[src/rtl/seat_access_if.sv]
// Kiosk/manager request side and memory-facing outputs of the seat access scheduler.
// master = requester side (kiosks, console, memory observer), slave = scheduler.
interface seat_access_if #(
   parameter int unsigned N_KIOSK = 4
) ();
   logic [N_KIOSK-1:0]    req;
   logic [32*N_KIOSK-1:0] req_student;
   logic [5*N_KIOSK-1:0]  req_seat;
   logic [2*N_KIOSK-1:0]  req_state;
   logic [N_KIOSK-1:0]    gnt;
   logic                  mgr_req;
   logic [1:0]            mgr_cmd;
   logic [1:0]            mgr_ban;
   logic [10:0]           mgr_limit;
   logic                  mgr_gnt;
   logic                  write_mem;
   logic [31:0]           Student_No_mem;
   logic [4:0]            Seat_No_mem;
   logic [1:0]            Seat_State_mem;
   logic [1:0]            write_set_mem;
   logic [10:0]           limit_time_mem;
   logic [1:0]            ban_mem;
   logic [10:0]           Time_mem;
   logic                  is_open;

   modport master (
      output req, req_student, req_seat, req_state, mgr_req, mgr_cmd, mgr_ban, mgr_limit,
      input  gnt, mgr_gnt, write_mem, Student_No_mem, Seat_No_mem, Seat_State_mem,
             write_set_mem, limit_time_mem, ban_mem, Time_mem, is_open
   );

   modport slave (
      input  req, req_student, req_seat, req_state, mgr_req, mgr_cmd, mgr_ban, mgr_limit,
      output gnt, mgr_gnt, write_mem, Student_No_mem, Seat_No_mem, Seat_State_mem,
             write_set_mem, limit_time_mem, ban_mem, Time_mem, is_open
   );
endinterface

[src/rtl/seat_access_scheduler.sv]
// Serialises kiosk and manager transactions onto the seat-table write port, keeps the
// minute-of-day clock and the manager configuration registers.
module seat_access_scheduler #(
   parameter int unsigned N_KIOSK       = 4,
   parameter int unsigned TICKS_PER_MIN = 60,
   parameter int unsigned OPEN_TIME     = 360,
   parameter int unsigned CLOSE_TIME    = 1380,
   parameter int unsigned LIMIT_DEFAULT = 120
) (
   input logic         clk,
   input logic         rst_mem,
   seat_access_if.slave bus
);
   localparam int unsigned IdxW  = (N_KIOSK > 1) ? $clog2(N_KIOSK) : 1;
   localparam int unsigned TickW = $clog2(TICKS_PER_MIN);

   typedef enum logic [1:0] {StIdle, StIssue, StGap} state_e;

   state_e            state_q, state_d;
   logic [TickW-1:0]  tick_q;
   logic [10:0]       time_q;
   logic [IdxW-1:0]   rr_q, sel_q;
   logic              is_mgr_q;
   logic [1:0]        cmd_q, ban_q, sstate_q;
   logic [10:0]       limit_q;
   logic [31:0]       student_q;
   logic [4:0]        seat_q;

   logic [31:0]       stu_a [N_KIOSK];
   logic [4:0]        seat_a [N_KIOSK];
   logic [1:0]        st_a [N_KIOSK];
   logic              pick_valid, is_open, load_mgr, load_kiosk, issue;
   logic [IdxW-1:0]   pick_idx, cand;

   assign is_open = (time_q >= 11'(OPEN_TIME)) && (time_q < 11'(CLOSE_TIME));

   always_comb begin
      for (int k = 0; k < int'(N_KIOSK); k++) begin
         stu_a[k]  = bus.req_student[k*32 +: 32];
         seat_a[k] = bus.req_seat[k*5 +: 5];
         st_a[k]   = bus.req_state[k*2 +: 2];
      end
   end

   // Scan from the farthest offset down so the nearest requester at/after rr_q wins.
   always_comb begin
      pick_valid = 1'b0;
      pick_idx   = '0;
      cand       = '0;
      for (int i = int'(N_KIOSK) - 1; i >= 0; i--) begin
         cand = IdxW'((int'(rr_q) + i) % int'(N_KIOSK));
         if (bus.req[cand]) begin
            pick_valid = 1'b1;
            pick_idx   = cand;
         end
      end
   end

   always_comb begin
      state_d    = state_q;
      load_mgr   = 1'b0;
      load_kiosk = 1'b0;
      unique case (state_q)
         StIdle: begin
            if (bus.mgr_req) begin
               load_mgr = 1'b1;
               state_d  = StIssue;
            end else if (is_open && pick_valid) begin
               load_kiosk = 1'b1;
               state_d    = StIssue;
            end
         end
         StIssue: state_d = StGap;
         StGap:   state_d = StIdle;
         default: state_d = StIdle;
      endcase
   end

   always_ff @(posedge clk or posedge rst_mem) begin
      if (rst_mem) state_q <= StIdle;
      else         state_q <= state_d;
   end

   // Minute clock runs independently of the FSM.
   always_ff @(posedge clk or posedge rst_mem) begin
      if (rst_mem) begin
         tick_q <= '0;
         time_q <= 11'(OPEN_TIME);
      end else if (tick_q == TickW'(TICKS_PER_MIN - 1)) begin
         tick_q <= '0;
         time_q <= (time_q == 11'd1439) ? 11'd0 : time_q + 11'd1;
      end else begin
         tick_q <= tick_q + TickW'(1);
      end
   end

   always_ff @(posedge clk or posedge rst_mem) begin
      if (rst_mem) begin
         rr_q      <= '0;
         sel_q     <= '0;
         is_mgr_q  <= 1'b0;
         cmd_q     <= 2'd0;
         ban_q     <= 2'd2;
         limit_q   <= 11'(LIMIT_DEFAULT);
         student_q <= '0;
         seat_q    <= '0;
         sstate_q  <= '0;
      end else begin
         if (load_mgr) begin
            is_mgr_q <= 1'b1;
            cmd_q    <= bus.mgr_cmd;
            if (bus.mgr_cmd == 2'd1) ban_q <= bus.mgr_ban;
            if (bus.mgr_cmd == 2'd2) limit_q <= bus.mgr_limit;
         end
         if (load_kiosk) begin
            is_mgr_q  <= 1'b0;
            sel_q     <= pick_idx;
            student_q <= stu_a[pick_idx];
            seat_q    <= seat_a[pick_idx];
            sstate_q  <= st_a[pick_idx];
         end
         if (issue && !is_mgr_q) begin
            rr_q <= (sel_q == IdxW'(N_KIOSK - 1)) ? '0 : sel_q + IdxW'(1);
         end
      end
   end

   assign issue = (state_q == StIssue);

   always_comb begin
      bus.gnt = '0;
      if (issue && !is_mgr_q) bus.gnt[sel_q] = 1'b1;
   end

   assign bus.write_mem      = issue && !is_mgr_q;
   assign bus.mgr_gnt        = issue && is_mgr_q;
   // Illegal commands are acknowledged but never strobed.
   assign bus.write_set_mem  = (issue && is_mgr_q && (cmd_q == 2'd1 || cmd_q == 2'd2))
                               ? cmd_q : 2'd0;
   assign bus.Student_No_mem = student_q;
   assign bus.Seat_No_mem    = seat_q;
   assign bus.Seat_State_mem = sstate_q;
   assign bus.limit_time_mem = limit_q;
   assign bus.ban_mem        = ban_q;
   assign bus.Time_mem       = time_q;
   assign bus.is_open        = is_open;
endmodule
[src/flat_wrapper.sv]
// flat-port wrapper written by rule: the top's interface ports become plain ports
module seat_access_scheduler_flat 
#(
   parameter int unsigned N_KIOSK       = 4,
   parameter int unsigned TICKS_PER_MIN = 60,
   parameter int unsigned OPEN_TIME     = 360,
   parameter int unsigned CLOSE_TIME    = 1380,
   parameter int unsigned LIMIT_DEFAULT = 120
)
  (clk, rst_mem, bus_req, bus_req_student, bus_req_seat, bus_req_state, bus_mgr_req, bus_mgr_cmd, bus_mgr_ban, bus_mgr_limit, bus_gnt, bus_mgr_gnt, bus_write_mem, bus_Student_No_mem, bus_Seat_No_mem, bus_Seat_State_mem, bus_write_set_mem, bus_limit_time_mem, bus_ban_mem, bus_Time_mem, bus_is_open);
  seat_access_if #(.N_KIOSK(N_KIOSK)) bus_i ();
  input logic clk;
  input logic rst_mem;
  input wire logic [$bits(bus_i.req)-1:0] bus_req;
  input wire logic [$bits(bus_i.req_student)-1:0] bus_req_student;
  input wire logic [$bits(bus_i.req_seat)-1:0] bus_req_seat;
  input wire logic [$bits(bus_i.req_state)-1:0] bus_req_state;
  input wire logic [$bits(bus_i.mgr_req)-1:0] bus_mgr_req;
  input wire logic [$bits(bus_i.mgr_cmd)-1:0] bus_mgr_cmd;
  input wire logic [$bits(bus_i.mgr_ban)-1:0] bus_mgr_ban;
  input wire logic [$bits(bus_i.mgr_limit)-1:0] bus_mgr_limit;
  output wire logic [$bits(bus_i.gnt)-1:0] bus_gnt;
  output wire logic [$bits(bus_i.mgr_gnt)-1:0] bus_mgr_gnt;
  output wire logic [$bits(bus_i.write_mem)-1:0] bus_write_mem;
  output wire logic [$bits(bus_i.Student_No_mem)-1:0] bus_Student_No_mem;
  output wire logic [$bits(bus_i.Seat_No_mem)-1:0] bus_Seat_No_mem;
  output wire logic [$bits(bus_i.Seat_State_mem)-1:0] bus_Seat_State_mem;
  output wire logic [$bits(bus_i.write_set_mem)-1:0] bus_write_set_mem;
  output wire logic [$bits(bus_i.limit_time_mem)-1:0] bus_limit_time_mem;
  output wire logic [$bits(bus_i.ban_mem)-1:0] bus_ban_mem;
  output wire logic [$bits(bus_i.Time_mem)-1:0] bus_Time_mem;
  output wire logic [$bits(bus_i.is_open)-1:0] bus_is_open;
  assign bus_i.req = bus_req;
  assign bus_i.req_student = bus_req_student;
  assign bus_i.req_seat = bus_req_seat;
  assign bus_i.req_state = bus_req_state;
  assign bus_i.mgr_req = bus_mgr_req;
  assign bus_i.mgr_cmd = bus_mgr_cmd;
  assign bus_i.mgr_ban = bus_mgr_ban;
  assign bus_i.mgr_limit = bus_mgr_limit;
  assign bus_gnt = bus_i.gnt;
  assign bus_mgr_gnt = bus_i.mgr_gnt;
  assign bus_write_mem = bus_i.write_mem;
  assign bus_Student_No_mem = bus_i.Student_No_mem;
  assign bus_Seat_No_mem = bus_i.Seat_No_mem;
  assign bus_Seat_State_mem = bus_i.Seat_State_mem;
  assign bus_write_set_mem = bus_i.write_set_mem;
  assign bus_limit_time_mem = bus_i.limit_time_mem;
  assign bus_ban_mem = bus_i.ban_mem;
  assign bus_Time_mem = bus_i.Time_mem;
  assign bus_is_open = bus_i.is_open;
  seat_access_scheduler #(.N_KIOSK(N_KIOSK), .TICKS_PER_MIN(TICKS_PER_MIN), .OPEN_TIME(OPEN_TIME), .CLOSE_TIME(CLOSE_TIME), .LIMIT_DEFAULT(LIMIT_DEFAULT)) u_core (.clk(clk), .rst_mem(rst_mem), .bus(bus_i));
endmodule
[config.mk]
export PLATFORM = sky130hd
export DESIGN_NAME = seat_access_scheduler_flat
export DESIGN_NICKNAME = d
export VERILOG_FILES = /design/src/rtl/seat_access_if.sv /design/src/rtl/seat_access_scheduler.sv /design/src/flat_wrapper.sv
export SDC_FILE = /design/constraint.sdc
export NUM_CORES = 1
export LEC_CHECK = 0
export ABC_CLOCK_PERIOD_IN_PS = 2250
export CORE_MARGIN = 4
export CORE_UTILIZATION = 36
export DETAILED_ROUTE_END_ITERATION = 12
export GPL_ROUTABILITY_DRIVEN = 1
export GPL_TIMING_DRIVEN = 1
export PLACE_DENSITY = 0.78
export SLEW_MARGIN = 20
export SYNTH_ARGS = -nofsm -noshare
export SYNTH_HDL_FRONTEND = slang
export SYNTH_SLANG_ARGS = --single-unit
[constraint.sdc]
create_clock -name clk -period 2.25 [get_ports clk]
set_clock_uncertainty 0.15 [all_clocks]
set_input_delay 0.225 -clock clk [delete_from_list [all_inputs] [get_ports clk]]
set_output_delay 0.225 -clock clk [all_outputs]
set_load 0.01 [all_outputs]
Word level (Yosys, flattened, before mapping)
Cells that the tools add are included.

Add/sub/neg operators: 6. $mul: 0. Div/mod/pow operators: 0. $lt $le $gt $ge: 9. Equality and inequality tests: 9. Shift-type cells: 0. Mux-type cells: 42. Bitwise operators: 1. Reductions and logical operators: 12.

Operators with widths (count): binary-select mux 32 bit (select 2 bit) (1); 2-to-1 mux 32 bit (2); 2-to-1 mux 2 bit (10); 2-to-1 mux 1 bit (16); less-than comparator 2 x 3 -> 1 bit (second input constant) (5); adder 11 x 1 -> 11 bit (second input constant) (1); == test 11 bit (second input constant) (1); greater-or-equal comparator 11 x 9 -> 1 bit (second input constant) (1); less-than comparator 11 bit (second input constant) (1); 2-to-1 mux 11 bit (1); binary-select mux 5 bit (select 2 bit) (1); 2-to-1 mux 5 bit (2); binary-select mux 1 bit (select 2 bit) (4); adder 6 x 1 -> 6 bit (second input constant) (1); == test 2 x 1 -> 1 bit (second input constant) (3); == test 2 bit (second input constant) (3); == test 6 bit (second input constant) (1); logical AND 1 bit (6); 2-to-1 mux 6 bit (1); adder 2 x 1 -> 2 bit (second input constant) (2); adder 2 bit (second input constant) (2); binary-select mux 2 bit (select 2 bit) (1); 2-to-1 mux 4 bit (1); one-hot mux 2 bit (2 select lines) (1); other kinds (10) (11).

Flip-flop bits (word level): 78. Latch bits: 0. Bits in writable memories: 0. ROM bits: 0. Output and inout port bits: 72. Logic and storage cells: 91. Memories: 0.

Logic depth before layout (Yosys ltp)
Word-level depth: 12. Depth in mapped cells: 8. Gate-level depth less buffers: 6.

Worst setup path before layout
OpenSTA, ideal clock, no wires.

Kind: register to register. Start point: reg u_core.time_q[5], in the netlist u_core.bus.Time_mem[5]. End point: reg u_core.student_q[22], in the netlist u_core.bus.Student_No_mem[22]. Setup time: 147 ps. Data arrival time: 1848 ps. Path slack: 105 ps. Stages on the path, launching flop included: 9. Period minus slack after synthesis: 2145 ps. Cells stage by stage: dfstp_2 -> buf_4 -> o211ai_1 -> a211o_1 -> or3b_1 -> buf_6 -> buf_6 -> nand2_2 -> o221ai_2.

Cells in the longest elaborated chain, start to end: 6.

RTL lines: from (decl) (line seat_access_scheduler.sv:21) `logic [10:0] time_q;`; from (signal assigned) (line seat_access_scheduler.sv:88) `time_q <= 11'(OPEN_TIME);`; from (signal assigned) (line seat_access_scheduler.sv:91) `time_q <= (time_q == 11'd1439) ? 11'd0 : time_q + 11'd1;`; greater-or-equal comparator 11 x 9 -> 1 bit or less-than comparator 11 bit (tied branches) (line seat_access_scheduler.sv:35) `assign is_open = (time_q >= 11'(OPEN_TIME)) && (time_q < 11'(CLOSE_TIME));`; logical AND 1 bit * (line seat_access_scheduler.sv:35); logical AND 1 bit * (line seat_access_scheduler.sv:68) `end else if (is_open && pick_valid) begin`; 2-to-1 mux 1 bit * (line seat_access_scheduler.sv:68); 2-to-1 mux 1 bit * (line seat_access_scheduler.sv:65) `if (bus.mgr_req) begin`; 2-to-1 mux 1 bit * (line seat_access_scheduler.sv:63) `unique case (state_q)`; to (signal assigned) (line seat_access_scheduler.sv:118) `student_q <= stu_a[pick_idx];`; to (decl) (line seat_access_scheduler.sv:26) `logic [31:0] student_q;`.

Every way passes the cells marked *; elsewhere a longest branch is shown, timed or not. A chain may end at the register's enable or synchronous reset.

Worst setup path after layout
Start point: reg u_core.time_q[8], in the netlist u_core.bus.Time_mem[8]. End point: out bus_is_open.

Cells in the longest elaborated chain, start to end: 2.

RTL lines: greater-or-equal comparator 11 x 9 -> 1 bit or less-than comparator 11 bit (tied branches) (line seat_access_scheduler.sv:35); logical AND 1 bit * (line seat_access_scheduler.sv:35); to (decl) (line flat_wrapper.sv:32) `output wire logic [$bits(bus_i.is_open)-1:0] bus_is_open;`.

Marks and branches as above.

==> impl_metrics.env <==
export IMPL_coreArea_sq_um=12600
export IMPL_layout_min_cycle_time_ns=2.16
export IMPL_holdWs_ns=0.136
export IMPL_total_number_of_vias=4220
export IMPL_flow_area_growth_from_synthesis_pct=69.6
export IMPL_path_max_fanout=4
export IMPL_io_buffers=249
export IMPL_drc=0
export IMPL_synth_compound_area_share=0.159
export IMPL_worstPathArrival_ns=1.79
export IMPL_grt_antenna_before_repair=0
export IMPL_timing_hold_violations_final=0
export IMPL_grt_max_degree=39
export IMPL_h_tree_depth=3
export IMPL_routed_wl_microns=14900
export IMPL_routedWlPerCell_microns=17.9
export IMPL_initial_core_util=0.367
export IMPL_std_cell_rows=41
export IMPL_synthMuxAreaShare=0.211
export IMPL_outcome="completed"
export IMPL_worstPathCellList="nor3_1 > a211o_1 > nor2_4 > dlygate4sd2_1"
export IMPL_cts_root_buffer="clkbuf_16"
export IMPL_crit_path_start_kind="flip-flop"
export IMPL_seq_area_frac_synth=0.425
export IMPL_power_static_leakage_nw=3.41
export IMPL_postPlaceCellArea_sq_um=7470
export IMPL_worst_slew_margin_rel=0.636
export IMPL_tritoncts_num_sinks=78
export IMPL_synth_warning_count=0
export IMPL_detail_route_antenna_nets=0
export IMPL_timing_final_setup_violations=0
export IMPL_post_synth_num_cell_types=43
export IMPL_timing_critical_path_to_type="primary output"
export IMPL_share_of_the_synthesized_netlist_area_taken_by_xor_and_xnor_gates=0.0133
export IMPL_design_area_sq_um=7830
export IMPL_hold_path_class="primary input to async pin"
export IMPL_post_synth_adder_cell_area=0.0190
export IMPL_clock_path_buffers=2
export IMPL_ys_seq_elements=78
export IMPL_die_x_microns=121
export IMPL_detail_route_vias_per_cell=5.07
export IMPL_pin_count=250
export IMPL_main_combinational_cell_family_by_area_after_synthesis="multiplexers"
export IMPL_report_final_slew_viol_count=0
export IMPL_worstPathRequired_ns=1.88
export IMPL_critical_path_class="flip-flop to primary output"
export IMPL_max_freq_mhz=462
export IMPL_syn_num_nets=584
export IMPL_gpl_final_weighted_congestion=0.825
export IMPL_post_synth_inst_count=399
export IMPL_post_route_cells_drive_above_1_share=0.195
export IMPL_worstSkewPairLatency_ns=0.34
export IMPL_fin_nets=841
export IMPL_cp_slowest_cell="dfstp_2"
export IMPL_cts_tree="built"
export IMPL_grt_use_total=0.201
export IMPL_firstDrtPassIters=4
export IMPL_critical_path_max_stage_delay_ns=0.57
export IMPL_synthesis_area_per_instance_sq_um=11.6
export IMPL_power_density_nw_per_um2=542
export IMPL_die_h_microns=121
export IMPL_detail_route_iter0_violations=120
export IMPL_synth_cell_area_sq_um=4620
export IMPL_grt_overflow_total=0
export IMPL_cts_hold_fix_buffers=0
export IMPL_grt_setup_unrepaired="false"
export IMPL_yosys_area_share_simple=0.127
export IMPL_clkSlewWorstSetupHoldPaths_ns=0.06
export IMPL_num_antenna_cells=0
export IMPL_worst_slew_pin_transition_ns=0.545
export IMPL_design_power_total_w=0.00424
export IMPL_ir_drop_mv=0.594
export IMPL_vias_in_the_first_global_route=4601
export IMPL_place_detailed_hpwl_microns=11500
export IMPL_max_cap_viol_count=0
export IMPL_final_period_utilization=0.962
export IMPL_tritoncts_num_buffers=9
export IMPL_area_enclosed_by_the_die_boundary_sq_um=14700
export IMPL_grt_first_pass_wirelength_microns=23400
[cells by family after synthesis]
family / Yosys count
compound gates: 64
xor+xnor: 7
fa+ha+maj: 7
buf+inv: 34
flops: 78
mux: 95
simple gates: 114
[Yosys cell counts (all sizes together)]
cell / count / area share
a211o: 1 / 0.0019
a21boi: 1 / 0.0016
a21o: 2 / 0.0033
a21oi: 2 / 0.0022
a22o: 2 / 0.0038
and2: 6 / 0.0081
and3: 3 / 0.0041
and4: 1 / 0.0019
buf: 23 / 0.036
clkbuf: 5 / 0.0041
dfrtp: 69 / 0.37
dfstp: 9 / 0.051
ha: 7 / 0.019
inv: 6 / 0.0049
mux2: 17 / 0.041
mux2i: 78 / 0.17
nand2: 55 / 0.053
nand2b: 1 / 0.0014
nand3: 9 / 0.0098
nand3b: 3 / 0.0049
nand4: 3 / 0.0041
nor2: 9 / 0.0079
nor2b: 8 / 0.011
nor3: 7 / 0.0076
nor3b: 3 / 0.0049
nor4: 4 / 0.0054
o211ai: 3 / 0.0049
o21a: 2 / 0.0033
o21ai: 9 / 0.011
o221ai: 39 / 0.12
o22ai: 1 / 0.0014
o31ai: 1 / 0.0016
o32a: 1 / 0.0022
or2: 1 / 0.0014
or3b: 1 / 0.0019
xnor2: 5 / 0.0095
xor2: 2 / 0.0038
[metal layers]
metal / vias up / routed length, microns / GRT usage
met5: - / 0 / 0
met4: 0 / 233 / 0.0567
met3: 23 / 1330 / 0.0723
met2: 165 / 7540 / 0.354
met1: 2028 / 5810 / 0.231
li1: 2004 / - / -
[worst paths after layout]
check                                                  start                       endpoint  slack [ns]  cells after the start
max in group asynchronous                            rst_mem         u_core.bus.Time_mem[8]        1.22                      3
min in group clk                u_core.bus.Student_No_mem[2]   u_core.bus.Student_No_mem[2]        0.34                      2
worst max-delay path                  u_core.bus.Time_mem[8]                    bus_is_open        0.09                      4
worst max register to register        u_core.bus.Time_mem[8]   u_core.bus.Seat_State_mem[1]        0.18                      6
worst min-delay path                                 rst_mem  u_core.bus.Student_No_mem[10]        0.14                      2
worst min register to register  u_core.bus.Student_No_mem[2]   u_core.bus.Student_No_mem[2]        0.34                      2
[flip-flops by register name, summed over array words and instances, names as in the netlist, 5 cells and up]
register                   cells
u_core.bus.Student_No_mem     32
u_core.bus.Time_mem           11
u_core.bus.limit_time_mem     11
u_core.tick_q                  6
u_core.bus.Seat_No_mem         5
[power by group]
part | switching [W] | leakage, nW | internal (W) | total (W)
logic | 0.000400 | 2.24 | 0.000663 | 0.00106
registers | 0.0000563 | 1.01 | 0.00152 | 0.00157
clock network | 0.000574 | 0.162 | 0.00103 | 0.00161
total | 0.00103 | 3.41 | 0.00321 | 0.00424
[cell usage in the layout, fill, tap and decap left out, types with 5 or more instances in the layout]
cell / instances
and2_1: 6
buf_12: 10
buf_4: 15
clkbuf_16: 9
clkdlybuf4s50_1: 242
dfrtp_1: 69
dfstp_2: 9
dlygate4sd2_1: 5
ha_1: 7
inv_1: 5
mux2_2: 17
mux2i_1: 78
nand2_1: 39
nand2_2: 16
nand3_1: 8
nor2_1: 8
nor2b_1: 7
nor3_1: 6
o21ai_0: 8
o221ai_2: 36
xnor2_1: 5
[metrics by stage]
step | util | setup WS (ns) | instances | TNS [ns]
6_report | 0.623 | 0.0859 | 833 | 0
5_1_grt | 0.623 | 0.00576 | 833 | 0
4_1_cts | 0.621 | 0.0173 | 832 | 0
3_5_place_dp | 0.594 | -0.188 | 816 | -3.61
3_3_place_gp | 0.594 | -0.118 | 816 | -1.63
2_1_floorplan | - | 0.105 | 399 | 0
[area by class of cell]
type                       count  area, sq um
tap                          172          215
timing repair buffer         274         2800
sequential                    78         1960
multi-input combinational    287         2480
inverter                       6         26.3
clock inverter                 5         81.3
clock buffer                  11          253
fill                         997         4740
[worst max-delay path, delay by kind of cell (launching register included)]
family | cells | cell delay (ns)
AND/OR/NAND/NOR | 2 | 0.25
flip-flops | 1 | 0.57
AO/OA/AOI/OAI | 1 | 0.35
buffers and inverters | 1 | 0.29
[what timing repair did]
item / CTS / global route
cloned: 0 / 0
buffers inserted: 0 / 1
endpoints found under the setup margin: 7 / 43
resized for setup: 8 / 4
Note: power is estimated with default switching activity, not from simulation.
